--- config.mk ---
export PLATFORM = sky130hd
export DESIGN_NAME = recovery_restore_seq_flat
export DESIGN_NICKNAME = d
export VERILOG_FILES = /design/src/rtl/recovery_restore_seq_if.sv /design/src/rtl/recovery_restore_seq.sv /design/src/flat_wrapper.sv
export SDC_FILE = /design/constraint.sdc
export NUM_CORES = 1
export LEC_CHECK = 0
export ABC_CLOCK_PERIOD_IN_PS = 1700
export CAP_MARGIN = 25
export CORE_MARGIN = 5
export CORE_UTILIZATION = 38
export CTS_CLUSTER_DIAMETER = 100
export CTS_CLUSTER_SIZE = 40
export DETAILED_ROUTE_END_ITERATION = 12
export GPL_TIMING_DRIVEN = 0
export PLACE_DENSITY = 0.88
export SYNTH_ARGS = -nofsm -noshare
export SYNTH_HDL_FRONTEND = slang
export SYNTH_SLANG_ARGS = --single-unit
--- constraint.sdc ---
create_clock -name clk -period 1.7 [get_ports clk]
set_input_delay 0.51 -clock clk [delete_from_list [all_inputs] [get_ports clk]]
set_output_delay 0.51 -clock clk [all_outputs]
set_load 0.02 [all_outputs]
--- src/rtl/recovery_restore_seq_if.sv ---
// Bus between the restore sequencer and its two storage ports: the
// recovery register read port and the architectural regfile write port.
interface recovery_restore_seq_if #(
  parameter int AW = 5,
  parameter int DW = 32
);
  logic [31:0]   rr_addr_o;  // recovery register read address
  logic [DW-1:0] rr_rd_i;    // recovery register read data (combinational)
  logic          rf_we_o;    // regfile write enable
  logic [AW-1:0] rf_addr_o;  // regfile write address
  logic [DW-1:0] rf_wd_o;    // regfile write data

  // Sequencer side
  modport master (
    output rr_addr_o, rf_we_o, rf_addr_o, rf_wd_o,
    input  rr_rd_i
  );

  // Storage side
  modport slave (
    input  rr_addr_o, rf_we_o, rf_addr_o, rf_wd_o,
    output rr_rd_i
  );
endinterface

--- src/rtl/recovery_restore_seq.sv ---
// Rollback sequencer: after a voter fault edge, reads the checkpointed
// register image out of the recovery register file and replays it into the
// architectural regfile, one entry per cycle, while holding the pipeline.
module recovery_restore_seq #(
  parameter int NREGS   = 32,
  parameter int AW      = 5,
  parameter int DW      = 32,
  parameter int SKIP_X0 = 1,
  parameter int CNT_W   = 8
) (
  input  logic                 clk,
  input  logic                 rst_in,
  input  logic                 fault_i,
  recovery_restore_seq_if.master bus,
  output logic                 busy_o,
  output logic                 done_o,
  output logic [CNT_W-1:0]     restore_cnt_o
);

  typedef enum logic [1:0] {
    S_IDLE,
    S_FETCH,
    S_DRAIN,
    S_DONE
  } state_t;

  // x0 is hard-wired zero in the core, so by default it is skipped.
  localparam logic [AW-1:0]    START   = (SKIP_X0 != 0) ? AW'(1) : '0;
  localparam logic [AW-1:0]    LAST    = AW'(NREGS - 1);
  localparam logic [CNT_W-1:0] CNT_MAX = '1;

  state_t            r_state;
  state_t            w_next;
  logic              r_fault_q;
  logic              w_trig;
  logic [AW-1:0]     r_rd_idx;
  logic [AW-1:0]     r_wr_idx;
  logic              r_wr_vld;
  logic [DW-1:0]     r_data_q;
  logic [CNT_W-1:0]  r_cnt;

  // Only a rising edge of the voter flag starts (or restarts) a restore.
  assign w_trig = fault_i & ~r_fault_q;

  // Write port is driven straight from registers; read address is the
  // zero-extended fetch index.
  assign bus.rr_addr_o  = 32'(r_rd_idx);
  assign bus.rf_we_o    = r_wr_vld;
  assign bus.rf_addr_o  = r_wr_idx;
  assign bus.rf_wd_o    = r_data_q;
  assign restore_cnt_o  = r_cnt;

  // State register.
  always_ff @(posedge clk or negedge rst_in) begin
    if (!rst_in) begin
      r_state <= S_IDLE;
    end else begin
      // NOTE: sequential state uses non-blocking assignment so every
      // register samples pre-edge values, independent of block order.
      r_state <= w_next;
    end
  end

  // Next-state decode plus the state-derived status outputs.
  always_comb begin
    // NOTE: defaults first so every path assigns every output; a missed
    // branch would otherwise infer a latch.
    w_next = r_state;
    busy_o = 1'b1;
    done_o = 1'b0;
    case (r_state)
      S_IDLE: begin
        busy_o = 1'b0;
        if (w_trig) w_next = S_FETCH;
      end
      S_FETCH: begin
        if (w_trig)                w_next = S_FETCH;
        else if (r_rd_idx == LAST) w_next = S_DRAIN;
      end
      S_DRAIN: w_next = w_trig ? S_FETCH : S_DONE;
      S_DONE: begin
        done_o = 1'b1;
        w_next = w_trig ? S_FETCH : S_IDLE;
      end
      default: w_next = S_IDLE;
    endcase
  end

  // Fetch/write pipeline: one read per FETCH cycle, its write one cycle later.
  // A new fault edge drops the pending write and rewinds to the first entry.
  always_ff @(posedge clk or negedge rst_in) begin
    if (!rst_in) begin
      r_fault_q <= 1'b0;
      r_rd_idx  <= '0;
      r_wr_idx  <= '0;
      r_wr_vld  <= 1'b0;
      r_data_q  <= '0;
      r_cnt     <= '0;
    end else begin
      r_fault_q <= fault_i;
      case (r_state)
        S_IDLE: begin
          r_wr_vld <= 1'b0;
          r_rd_idx <= w_trig ? START : '0;
        end
        S_FETCH: begin
          if (w_trig) begin
            r_wr_vld <= 1'b0;
            r_rd_idx <= START;
          end else begin
            r_data_q <= bus.rr_rd_i;
            r_wr_idx <= r_rd_idx;
            r_wr_vld <= 1'b1;
            // Hold on the last entry so the index never wraps.
            if (r_rd_idx != LAST) r_rd_idx <= r_rd_idx + AW'(1);
          end
        end
        S_DRAIN: begin
          r_wr_vld <= 1'b0;
          if (w_trig) r_rd_idx <= START;
        end
        S_DONE: begin
          r_wr_vld <= 1'b0;
          r_rd_idx <= w_trig ? START : '0;
          if (r_cnt != CNT_MAX) r_cnt <= r_cnt + CNT_W'(1);
        end
        default: begin
          r_wr_vld <= 1'b0;
          r_rd_idx <= '0;
        end
      endcase
    end
  end

endmodule

--- src/flat_wrapper.sv ---
// flat-port wrapper written by rule: the top's interface ports become plain ports
module recovery_restore_seq_flat 
#(
  parameter int NREGS   = 32,
  parameter int AW      = 5,
  parameter int DW      = 32,
  parameter int SKIP_X0 = 1,
  parameter int CNT_W   = 8
)
  (clk, rst_in, fault_i, busy_o, done_o, restore_cnt_o, bus_rr_addr_o, bus_rf_we_o, bus_rf_addr_o, bus_rf_wd_o, bus_rr_rd_i);
  recovery_restore_seq_if #(.AW(AW), .DW(DW)) bus_i ();
  input  logic clk;
  input  logic rst_in;
  input  logic fault_i;
  output logic busy_o;
  output logic done_o;
  output logic [CNT_W-1:0] restore_cnt_o;
  output wire logic [$bits(bus_i.rr_addr_o)-1:0] bus_rr_addr_o;
  output wire logic [$bits(bus_i.rf_we_o)-1:0] bus_rf_we_o;
  output wire logic [$bits(bus_i.rf_addr_o)-1:0] bus_rf_addr_o;
  output wire logic [$bits(bus_i.rf_wd_o)-1:0] bus_rf_wd_o;
  input wire logic [$bits(bus_i.rr_rd_i)-1:0] bus_rr_rd_i;
  assign bus_rr_addr_o = bus_i.rr_addr_o;
  assign bus_rf_we_o = bus_i.rf_we_o;
  assign bus_rf_addr_o = bus_i.rf_addr_o;
  assign bus_rf_wd_o = bus_i.rf_wd_o;
  assign bus_i.rr_rd_i = bus_rr_rd_i;
  recovery_restore_seq #(.NREGS(NREGS), .AW(AW), .DW(DW), .SKIP_X0(SKIP_X0), .CNT_W(CNT_W)) u_core (.clk(clk), .rst_in(rst_in), .fault_i(fault_i), .bus(bus_i), .busy_o(busy_o), .done_o(done_o), .restore_cnt_o(restore_cnt_o));
endmodule
==> run_results.csv <==
group,metric,value,unit
setup_path,worstRegToRegCells,7,
die,die_h,92.4,um
die,die_width,92.4,um
setup_path,start_kind,"flip-flop",
logic_synthesis,yosys-top-cells-count,"54 x dfrtp_1, 28 x buf_4, 18 x mux2_4, 17 x mux2_2, 12 x nand2_1",
routing,final_antenna_net_count,0,
min_path,hp-class,"primary input to asynchronous set/reset pin",
routing,routedWlPerCell,14.7,um
pwr,power.total,6360,uW
routing,drt-pass1-iter-count,4,
logic_synthesis,yosysUniqueCellTypes,35,
logic_synthesis,synthArstFlopShare,100,%
pwr,peakVddDrop,0.721,mV
cts,hold_buffers,0,
cts,cts_root_buf,"clkbuf_8",
logic_synthesis,synth_edf_count,0,
finish,seqCellArea,0.00136,mm^2
routing,drt_iter0_drc,21,
global_routing,gr-total-overflow,0,
timing,setup_slack,-0.0137,ns
logic_synthesis,synth.cell_area,0.00258,mm^2
flow_run,cap_violations,0,
global_routing,grt_pass1_vias,1924,
logic_synthesis,yosysTopAreaCell,"dfrtp_1",
setup_path,worst_path_most_repeated_cell,"ha_4",
finish,n_fill_cell,593,
setup_path,crit_arrival,1.94,ns
finish,antenna_cells,0,
timing,slew_headroom,58.3,%
timing,fmax,584,MHz
logic_synthesis,ys.flop_type,"dfrtp_1",
logic_synthesis,synthTopCellsByArea,"dfrtp_1 52%, mux2_4 10%, buf_4 8.2%",
run_status,status,"complete, but fails checks",
die,rows,30,
setup_path,slowest_stage,"dfrtp_2",
timing,slew_viol_final,0,
setup_path,path_class,"flip-flop to flip-flop",
routing,avgViaCountPerCell,4.47,
global_routing,grt_pass1_wl,9430,um
logic_synthesis,ys_ff_latch,54,
timing,period_needed,1.71,ns
setup_path,crit_chain,"ha_4 > and3_4 > ha_4 > a21oi_4 > nor2_4 > or4_1 > o21ai_1",
cts,clockBufferDepth,2,
cts,cts_sinks,54,
pwr,p_per_area,1620,mW/mm^2
finish,nets,382,
routing,drc,0,
finish,layout-drive-gt1-share,34.8,%
routing,routed_wl,6160,um
finish,area_growth,52.5,%
placement,pre_cts_ws,-0.419,ns
setup_path,critPathMaxFanout,4,
cts,cts-buffers-inserted,5,
timing,setup_viol,1,
setup_path,end_kind,"flip-flop",
logic_synthesis,syn_inst,200,
timing,worst_hold_slack,0.217,ns
timing,finalHoldViolCount,0,
logic_synthesis,yosys_warnings,0,
die,die_area,0.00853,mm^2
routing,vias,1873,
global_routing,grt_util_all_layers,13.7,%
finish,post-route-util,58.8,%
global_routing,grt_start_max_net_pins,29,
logic_synthesis,yosysTopAreaCellShare,52.4,%
logic_synthesis,seq_area_frac_synth,52.4,%
die,io_pins,115,
setup_path,crit_required,1.93,ns
finish,multi_input_area,0.00114,mm^2
global_routing,antenna_found_initial,0,
cts,cts_tree,"done",
logic_synthesis,synth.avg_cell_area,12.9,um^2
logic_synthesis,yosysMostFrequentCell,"dfrtp_1",
cts,clock_latency,0.30,ns
timing,grt_setup_unrepaired,"true",
timing,skew,0.00585,ns
timing,tightestPinTransition,0.625,ns
placement,dp_hpwl,4530,um
run_status,violations,"negative setup slack",
cts,path_clk_slew,0.09,ns
placement,io_buffers,87,
die,coreArea,0.00668,mm^2
setup_path,critical-path-max-stage-delay,0.44,ns
pwr,p_leak,0.00198,uW
die,initial_core_util,38.6,%
cts,htree_levels,2,
placement,gp_congestion,0.829,
timing,period_share,101,%
through the flow:
stage | instances | TNS (ns) | cell area [um^2]
after floorplan | 226 | -0.0191 | 2720
after global placement | 393 | -94.82 | 3690
after detailed placement | 394 | -13.01 | 3700
after CTS | 413 | -0.252 | 3850
after global routing | 419 | -0.234 | 3930
final | 419 | -0.0137 | 3930
cell families (layout without fill, tap and decap cells):
logic type | Yosys count | count (layout) | share of synthesized area (%)
and+or+nand+nor | 36 | 36 | 7.23
AOI/OAI and AO/OA | 20 | 20 | 4.76
other | 1 | 27 | 0.145
adders and majority gates | 9 | 9 | 4.37
DFF | 54 | 54 | 52.4
buffers and inverters | 38 | 151 | 10.2
xor gates and xnor gates | 1 | 1 | 0.340
muxes | 41 | 41 | 20.5
flip-flops by register name (all words and copies together) (netlist names):
register,cells
u_core.bus.rf_wd_o,32
u_core.bus.rf_we_o,1
u_core.r_rd_idx,5
u_core.restore_cnt_o,8
u_core.bus.rf_addr_o,5
u_core.r_fault_q,1
u_core.r_state,2
critical path, delay by kind of cell (launching register included):
| kind | cells | cell delay (ns) |
|---|---|---|
| adders and majority gates | 2 | 0.33 |
| AOI/OAI and AO/OA | 2 | 0.24 |
| and+or+nand+nor | 3 | 0.63 |
| DFF | 1 | 0.44 |
layout make-up:
type	count	area share, %
Clock inverter	1	0.127
Timing Repair Buffer	105	24.3
Clock buffer	7	2.20
Inverter	7	0.796
Sequential cell	54	34.5
Tap cell	80	2.55
Multi-Input combinational cell	134	28.9
Buffer	31	6.59
repair_timing:
action / in CTS / in global routing
gates resized for setup: 66 / 20
setup buffers: 11 / 6
endpoints found under the setup margin: 74 / 42
cloned: 0 / 0
pin swaps: 2 / 3
final timing paths:
kind,start,endpoint,slack [ns]
min in group clk,fault_i,u_core.r_fault_q,0.41
setup reg to reg,u_core.r_rd_idx[0],u_core.r_rd_idx[3],-0.01
max in group asynchronous,rst_in,u_core.bus.rf_wd_o[1],0.91
hold / removal,rst_in,u_core.r_fault_q,0.22
hold reg to reg,u_core.bus.rf_addr_o[3],u_core.bus.rf_addr_o[3],0.49
setup / recovery,u_core.r_rd_idx[0],u_core.r_rd_idx[3],-0.01
cell usage in the layout (no fill, tap or decap), types with 2 or more instances in the layout:
cell / netlist / routed
a21oi_1: 4 / 3
buf_12: 0 / 4
buf_2: 1 / 3
buf_4: 28 / 43
buf_6: 2 / 2
clkbuf_2: 0 / 2
clkbuf_8: 0 / 6
clkdlybuf4s50_1: 0 / 32
conb_1: 1 / 27
dfrtp_1: 54 / 49
dfrtp_2: 0 / 5
dlygate4sd2_1: 0 / 49
ha_1: 9 / 4
ha_4: 0 / 4
inv_1: 7 / 4
inv_4: 0 / 2
mux2_1: 5 / 5
mux2_2: 17 / 17
mux2_4: 18 / 18
nand2_1: 12 / 11
nand3_1: 5 / 5
nand4_1: 2 / 2
nor2_1: 8 / 8
o21ai_0: 6 / 6
o21ai_1: 2 / 2
report_power, final:
part | switching (uW) | internal, uW | total [uW]
clock | 396 | 330 | 725
combinational | 1710 | 1750 | 3450
sequential | 360 | 1820 | 2180
layer usage:
layer	part of all wire [%]	track usage, %	vias to the layer above
met1	38	15.5	902
met2	55	25.0	64
met4	0.44	4.21	0
met3	6.9	3.57	4
li1	-	-	903
met5	0	0	-
No activity file was read; power rests on OpenSTA's default activity.
